==> config.mk <==
export PLATFORM = sky130hd
export DESIGN_NAME = rf_sb
export DESIGN_NICKNAME = d
export VERILOG_FILES = /design/src/rtl/rf_sb.sv
export SDC_FILE = /design/constraint.sdc
export NUM_CORES = 2
export LEC_CHECK = 0
export ABC_CLOCK_PERIOD_IN_PS = 44700
export CAP_MARGIN = 20
export CORE_MARGIN = 8
export CORE_UTILIZATION = 35
export DETAILED_ROUTE_END_ITERATION = 8
export HOLD_SLACK_MARGIN = 0.06
export PLACE_DENSITY = 0.62
export SYNTH_ARGS = -nofsm -noshare
export SYNTH_HDL_FRONTEND = slang
export SYNTH_SLANG_ARGS = --single-unit
==> constraint.sdc <==
create_clock -name clk -period 44.7 [get_ports clk]
set_input_delay 6.705 -clock clk [delete_from_list [all_inputs] [get_ports clk]]
set_output_delay 6.705 -clock clk [all_outputs]
set_load 0.1 [all_outputs]
==> src/rtl/rf_sb.sv <==
// rf_sb: register file with a per-entry scoreboard of outstanding producers.
// Two write ports with same-cycle bypass, NB_RD combinational read ports, and
// busy-bit tracking for instruction issue (alloc), writeback (clear) and flush.
//
// Allocation handshake: alloc_valid_i requests marking alloc_adr_i busy;
// alloc_ready_o is a pure function of current state and this cycle's writes
// (never of alloc_valid_i), and the allocation takes effect at the clock edge
// only in cycles where alloc_valid_i and alloc_ready_o are both high.
module rf_sb #(
   parameter int XLEN     = 32,
   parameter int ADR_W    = 5,
   parameter int NB_RD    = 2,
   parameter int ZERO_REG = 1
) (
   input  logic                   clk,
   input  logic                   reset,
   input  logic [NB_RD*ADR_W-1:0] rd_adr_i,
   output logic [NB_RD*XLEN-1:0]  rd_data_o,
   output logic [NB_RD-1:0]       rd_busy_o,
   input  logic                   wr0_valid_i,
   input  logic [ADR_W-1:0]       wr0_adr_i,
   input  logic [XLEN-1:0]        wr0_data_i,
   input  logic                   wr1_valid_i,
   input  logic [ADR_W-1:0]       wr1_adr_i,
   input  logic [XLEN-1:0]        wr1_data_i,
   input  logic                   alloc_valid_i,
   input  logic [ADR_W-1:0]       alloc_adr_i,
   output logic                   alloc_ready_o,
   input  logic                   flush_i,
   output logic [ADR_W:0]         busy_cnt_o
);

   localparam int DEPTH   = 2**ADR_W;
   localparam bit ZERO_EN = (ZERO_REG != 0);

   logic [XLEN-1:0]  mem_q [DEPTH];
   logic [XLEN-1:0]  mem_d [DEPTH];
   logic [DEPTH-1:0] busy_q, busy_d;
   logic [ADR_W:0]   busy_cnt_q, busy_cnt_d;

   logic wr0_eff, wr1_eff, alloc_take;

   // True for the hard-wired zero entry when that feature is enabled.
   function automatic logic is_zero(input logic [ADR_W-1:0] a);
      return ZERO_EN && (a == '0);
   endfunction

   // Writes that actually land; writes aimed at the zero entry are dropped.
   assign wr0_eff = wr0_valid_i && !is_zero(wr0_adr_i);
   assign wr1_eff = wr1_valid_i && !is_zero(wr1_adr_i);

   // Allocation is possible when the entry is free, is being written back this
   // cycle, or is the zero entry (accepted but has no effect).
   always_comb begin
      alloc_ready_o = !busy_q[alloc_adr_i]
                    || (wr0_valid_i && (wr0_adr_i == alloc_adr_i))
                    || (wr1_valid_i && (wr1_adr_i == alloc_adr_i))
                    || is_zero(alloc_adr_i);
      alloc_take    = alloc_valid_i && alloc_ready_o && !is_zero(alloc_adr_i);
   end

   // Next data/busy state and the population count of the new busy vector.
   always_comb begin
      mem_d  = mem_q;
      busy_d = busy_q;
      // wr1 applied last so it wins an address collision.
      if (wr0_eff) begin
         mem_d[wr0_adr_i]  = wr0_data_i;
         busy_d[wr0_adr_i] = 1'b0;
      end
      if (wr1_eff) begin
         mem_d[wr1_adr_i]  = wr1_data_i;
         busy_d[wr1_adr_i] = 1'b0;
      end
      // Set after clear: a same-cycle writeback and reissue leaves it busy.
      if (alloc_take) begin
         busy_d[alloc_adr_i] = 1'b1;
      end
      if (flush_i) begin
         busy_d = '0;
      end
      if (ZERO_EN) begin
         busy_d[0] = 1'b0;
      end
      busy_cnt_d = '0;
      for (int i = 0; i < DEPTH; i++) begin
         busy_cnt_d = busy_cnt_d + {{ADR_W{1'b0}}, busy_d[i]};
      end
   end

   // State registers; reset clears everything asynchronously.
   always_ff @(posedge clk or posedge reset) begin
      if (reset) begin
         for (int i = 0; i < DEPTH; i++) begin
            mem_q[i] <= '0;
         end
         busy_q     <= '0;
         busy_cnt_q <= '0;
      end else begin
         for (int i = 0; i < DEPTH; i++) begin
            mem_q[i] <= mem_d[i];
         end
         busy_q     <= busy_d;
         busy_cnt_q <= busy_cnt_d;
      end
   end

   assign busy_cnt_o = busy_cnt_q;

   // Per-port read: stored value, overridden by wr0 then wr1 bypass, zero entry forced.
   for (genvar k = 0; k < NB_RD; k++) begin : g_rd
      logic [ADR_W-1:0] ra;
      logic [XLEN-1:0]  rdata;
      logic             rbusy;
      logic             hit0, hit1;

      assign ra   = rd_adr_i[k*ADR_W +: ADR_W];
      assign hit0 = wr0_valid_i && (wr0_adr_i == ra);
      assign hit1 = wr1_valid_i && (wr1_adr_i == ra);

      // Read data and busy for this port.
      always_comb begin
         rdata = mem_q[ra];
         rbusy = busy_q[ra] && !hit0 && !hit1;
         if (hit0) begin
            rdata = wr0_data_i;
         end
         if (hit1) begin
            rdata = wr1_data_i;
         end
         if (is_zero(ra)) begin
            rdata = '0;
            rbusy = 1'b0;
         end
      end

      assign rd_data_o[k*XLEN +: XLEN] = rdata;
      assign rd_busy_o[k]              = rbusy;
   end

endmodule

# Word-level counts from Yosys, hierarchy flattened
# Index checks and enable logic that the tools add are counted.
# Widths: inputs -> output; s select.
classes:
  n_addsub: 30
  magnitude_cmp: 14
  n_eq_ne: 6
  muxes: 38
  n_bitwise: 9
  n_reduce_logical: 35
op_table:
  columns: ["cell", "n"]
  rows:
  - ["$bwmux 1024", 2]
  - ["$mux 1024", 2]
  - ["$mux 32", 16]
  - ["$bmux 32 s5", 2]
  - ["$demux 32 s5", 2]
  - ["$add 6x1->6", 25]
  - ["$and 32x32->32", 2]
  - ["$not 32->32", 2]
  - ["$or 32x32->32", 1]
  - ["$eq 5x5->1", 6]
  - ["$lt 5x6->1 const B", 5]
  - ["$logic_not 5->1", 5]
  - ["$ge 6x6->1 const B", 4]
  - ["$not 5->6", 4]
  - ["$logic_and 1x1->1", 19]
  - ["$bmux 1 s5", 3]
  - ["$demux 1 s5", 3]
  - ["$ge 5x1->1 const B", 3]
  - ["$lt 6x1->1 const B", 2]
  - ["$logic_not 1->1", 8]
  - ["$mux 1", 8]
  - ["$add 5x1->6", 1]
  - ["$add 4x1->5", 1]
  - ["$add 3x1->4", 1]
  - ["other kinds (3)", 5]
word_totals:
  ff_bits: 1061
  inputBits: 95
  out_inout_bits: 73

# Depth between registers and ports, before layout
depth:
  ltp_word: 42
  mapped_depth: 25

# Least setup slack after synthesis
# No wires, ideal clock.
synth_timing:
  path_type: "input to output"
  startpoint: "in wr1_adr_i[2]"
  endpoint: "out rd_data_o[11]"
  arrival_ns: 10.213
  t_required_ns: 37.995
  slack_ns: 27.782
  stages: 8
  cell_sequence: "buf_2 -> xor2_1 -> nor4_1 -> a22oi_1 -> nand2b_1 -> clkbuf_1 -> nor2_1 -> nor3_1"
synth_between:
  elab_chain_cells: 4
synth_rtl:
  columns: ["item", "line_no", "rtl"]
  rows:
  - ["start, declared", "24", "input logic [ADR_W-1:0] wr1_adr_i,"]
  - ["$eq 5x5->1", "119", "assign hit1 = wr1_valid_i && (wr1_adr_i == ra);"]
  - ["$logic_and 1x1->1", "119", null]
  - ["$mux 32", "128", "if (hit1) begin"]
  - ["$mux 32", "131", "if (is_zero(ra)) begin"]
  - ["end, declared", "18", "output logic [NB_RD*XLEN-1:0] rd_data_o,"]
# Every way passes these cells.

# Worst setup path in the final report
layout_timing:
  startpoint: "in rd_adr_i[6]"
  endpoint: "out rd_data_o[53]"
layout_between:
  elab_chain_cells: 7
  word_cells_on_any_way: 12
  cone_classes: "eq/ne: 2; mux: 6; bitwise: 1; reduce/logical: 3"
layout_rtl:
  columns: ["item", "line_no", "rtl"]
  rows:
  - ["start, declared", "17", "input logic [NB_RD*ADR_W-1:0] rd_adr_i,"]
  - ["$not 5->6 (implied by the code)", "123", "rdata = mem_q[ra];"]
  - ["$bmux 32 s5", "123", null]
  - ["$mux 32 (implied by the code) (2 in series)", "123", null]
  - ["$mux 32", "125", "if (hit0) begin"]
  - ["$mux 32", "128", null]
  - ["$mux 32 *", "131", null]
# Every way passes the cells marked *; elsewhere a longest branch is shown, timed or not. The select of a mux whose other input is x is not followed.

==> run summary <==
outcome = finished clean
Min Clock Period, post-route = 19.07 ns
DR vias = 57000
TritonCTS clock tree = done
leading area contributor after synthesis = dfrtp_1
Worst-path clk slew = 0.07 ns
Pre-antenna DRT Iters = 7
cts hold-fix bufs = 0
Final Non-Filler Cells = 8794
CP Max Fanout = 78
Reg-to-Reg End = busy_cnt_o[4]
Layout Nets = 6293
row count = 161
WL/cell = 33.0 µm
CP Launch Type = input pin
Seq/Total Area, Yosys = 39.3%
syn_nets = 6657
EDFF count, synth = 0
antenna viol nets, final = 0
DRT iter0 DRCs = 8310
PortBufs = 167
Internal = 2190 µW
Worst Hold Launch = mem_q[1000]
die area = 207000 µm²
Flop pwr share = 42.0%
vias in the first global route = 55600
final hold violations = 0
worst skew pair latency = 0.77 ns
WHS Path Cells = 0
fraction of layout cells with a size suffix above 1 = 15.9%
Remaining DRCs = 0
top-area cell type share of the netlist area = 39.3%
largest net degree at the start of global routing = 158
max_slew headroom = 13.6%
Synth area leaders = dfrtp_1 39%, mux4_2 17%, mux2i_1 15%
Gate Count Post-Synth = 6532
initial core utilization = 35.2%
clock skew = 0.0111 ns
critical path class = input pin to output port
transition time of the tightest slew-check pin = 1.29 ns
clk root buf = clkbuf_16
Yosys reg bits = 1061
P per Cell Area = 44.4 nW/µm²
# Max-Cap Violations = 0
placed cells = 8577
Pins Over Slew Limit = 0
switching share of power = 33.9%
first-pass GRT wire length = 412000 µm
Synth cell types = 64
synth warn = 0
Peak Freq = 52.5 MHz
CTS buffer count = 113
final wirelength = 291000 µm
Worst R2R Start = busy_q[30]
drt via density = 6.48
Main synth FF type = dfrtp_1
cell area after synthesis = 67600 µm²
Layout area overhead = 10.7%
IO Count = 168
flop-to-flop setup slack = 37.78 ns
Total GRT Usage = 27.2%
Worst Path Arrival = 12.36 ns
# resized after CTS = 0
Psw = 1130 µW
Logic pwr share = 28.0%
DP Wirelength = 168000 µm
Reg2Reg Depth = 21
RSZ-0062 raised after global routing = false
worst path required time = 37.99 ns
H-tree depth = 3
GP Congestion = 0.948
antenna violations before repair = 17
Congestion Overflow GR = 0
DIE WIDTH = 455 µm
Sink Count = 1061
Final period util = 42.7%
Hold EP = mem_q[1000]
worst vdd ir = 31.2 µV
CTS max path bufs = 3
static leakage = 0.0302 µW
Die Ht = 455 µm
CORE AREA = 192000 µm²
Async S/R FF share, synth = 100%
clock network power share = 30.0%
hold crit path type = flip-flop to flip-flop
setup repair bufs after CTS = 0
syn_area_per_cell = 10.3 µm²
Critical Path End Type = output port
Sum Neg Setup Slack = 0 ns
Final setup viols = 0
Filler Cell Count = 18500
-- per-layer routing --
layer / global-route usage (%) / vias to the layer above / wire (µm)
met5: 0 / - / 69
met4: 23.4 / 10 / 31200
met3: 7.17 / 1411 / 33600
met2: 40.4 / 4377 / 125000
met1: 32.7 / 28100 / 100000
li1: - / 23100 / -
-- cell type report --
| cell class | instances | area, µm² | share of cell area (%) |
|---|---|---|---|
| Sequential cell | 1061 | 26600 | 35.5 |
| Inverter | 28 | 113 | 0.151 |
| Clock buffer | 157 | 3300 | 4.41 |
| Multi-Input combinational cell | 4592 | 37800 | 50.6 |
| Clock inverter | 47 | 514 | 0.688 |
| Antenna cell | 11 | 27.5 | 0.0368 |
| Tap cell | 2526 | 3160 | 4.23 |
| Timing Repair Buffer | 372 | 3290 | 4.39 |
-- how the worst max path moves through the flow --
| stage | depth (start not counted) | start | slack [ns] | endpoint |
|---|---|---|---|---|
| after global routing | 11 | rd_adr_i[0] | 25.56 | rd_data_o[20] |
| after global placement | 10 | rd_adr_i[0] | 25.78 | rd_data_o[16] |
| final | 9 | rd_adr_i[6] | 25.63 | rd_data_o[53] |
| after CTS | 9 | rd_adr_i[0] | 25.84 | rd_data_o[16] |
| after detailed placement | 11 | rd_adr_i[0] | 25.83 | rd_data_o[20] |
| after floorplan | 1 | reset | 8.13 | busy_cnt_o[0] |
-- flip-flops by register name, summed over array words and instances (netlist names) --
| register | flops |
|---|---|
| busy_q | 31 |
| busy_cnt_o | 6 |
| mem_q | 1024 |
-- cell usage after synthesis, drive strengths merged (9+ instances only) --
| master | count |
|---|---|
| a211oi | 45 |
| inv | 28 |
| nor2b | 18 |
| buf | 274 |
| mux2i | 1023 |
| a22oi | 49 |
| mux4 | 501 |
| o22a | 11 |
| and2 | 11 |
| or4bb | 9 |
| xor2 | 26 |
| o221ai | 50 |
| a221o | 11 |
| a32o | 38 |
| clkbuf | 577 |
| a22o | 32 |
| nand3b | 23 |
| nor3 | 28 |
| a21oi | 543 |
| dfrtp | 1061 |
| nor2 | 676 |
| nor4 | 20 |
| a31oi | 28 |
| o21ai | 511 |
| fa | 23 |
| nand3 | 42 |
| nand2 | 624 |
| o22ai | 112 |
| a32oi | 45 |
-- power groups by stage --
stage	registers [µW]	logic, µW	clock network (µW)
detailed placement	1400	916	0
CTS	1380	917	999
global route	1420	986	1030
finish	1390	929	996
global placement	1380	893	0
floorplan	1340	704	0
-- worst max-delay path: stages --
cell and delay [ns]:
buf_8 0.58, buf_4 0.76, buf_4 0.97, buf_4 0.69, mux4_2 0.33, mux2i_1 0.08, o21ai_0 0.47, a32o_1 0.35
clkdlybuf4s50_1 1.17
-- cell usage in the layout, fill, tap and decap left out, types with 45 or more instances in the layout --
cell type           n
dfrtp_1          1061
mux2i_1          1023
nor2_1            641
nand2_1           595
a21oi_1           542
mux4_2            501
o21ai_0           500
buf_4             201
clkdlybuf4s50_1   157
clkbuf_16         116
o22ai_1           112
o221ai_1           50
a22oi_1            49
a211oi_1           45
a32oi_1            45
-- kinds of logic (layout without fill, tap and decap cells) --
| kind of cell | after synthesis | count (layout) | synth area share [%] |
|---|---|---|---|
| multiplexers | 1529 | 1529 | 31.9 |
| AND/OR/NAND/NOR | 1501 | 1501 | 9.19 |
| AO/OA/AOI/OAI | 1499 | 1499 | 13.0 |
| flip-flops | 1061 | 1061 | 39.3 |
| buffers and inverters | 879 | 604 | 5.36 |
| XOR/XNOR | 33 | 33 | 0.428 |
| adder cells (fa/ha/maj) | 30 | 30 | 0.811 |
| other | 0 | 11 | 0 |
-- through the flow --
stage | cell area, µm² | util (%) | total power, µW | hold WS (ns) | setup WS, ns
2_1_floorplan | 67600 | - | 2040 | 0.441 | 8.13
3_3_place_gp | 70900 | 36.9 | 2280 | 0.377 | 25.78
3_5_place_dp | 70900 | 36.9 | 2310 | 0.382 | 25.83
4_1_cts | 74700 | 38.9 | 3300 | 0.398 | 25.84
5_1_grt | 74800 | 38.9 | 3440 | 0.409 | 25.56
6_report | 74800 | 38.9 | 3320 | 0.397 | 25.63
Power figures use the tool's default switching activity.
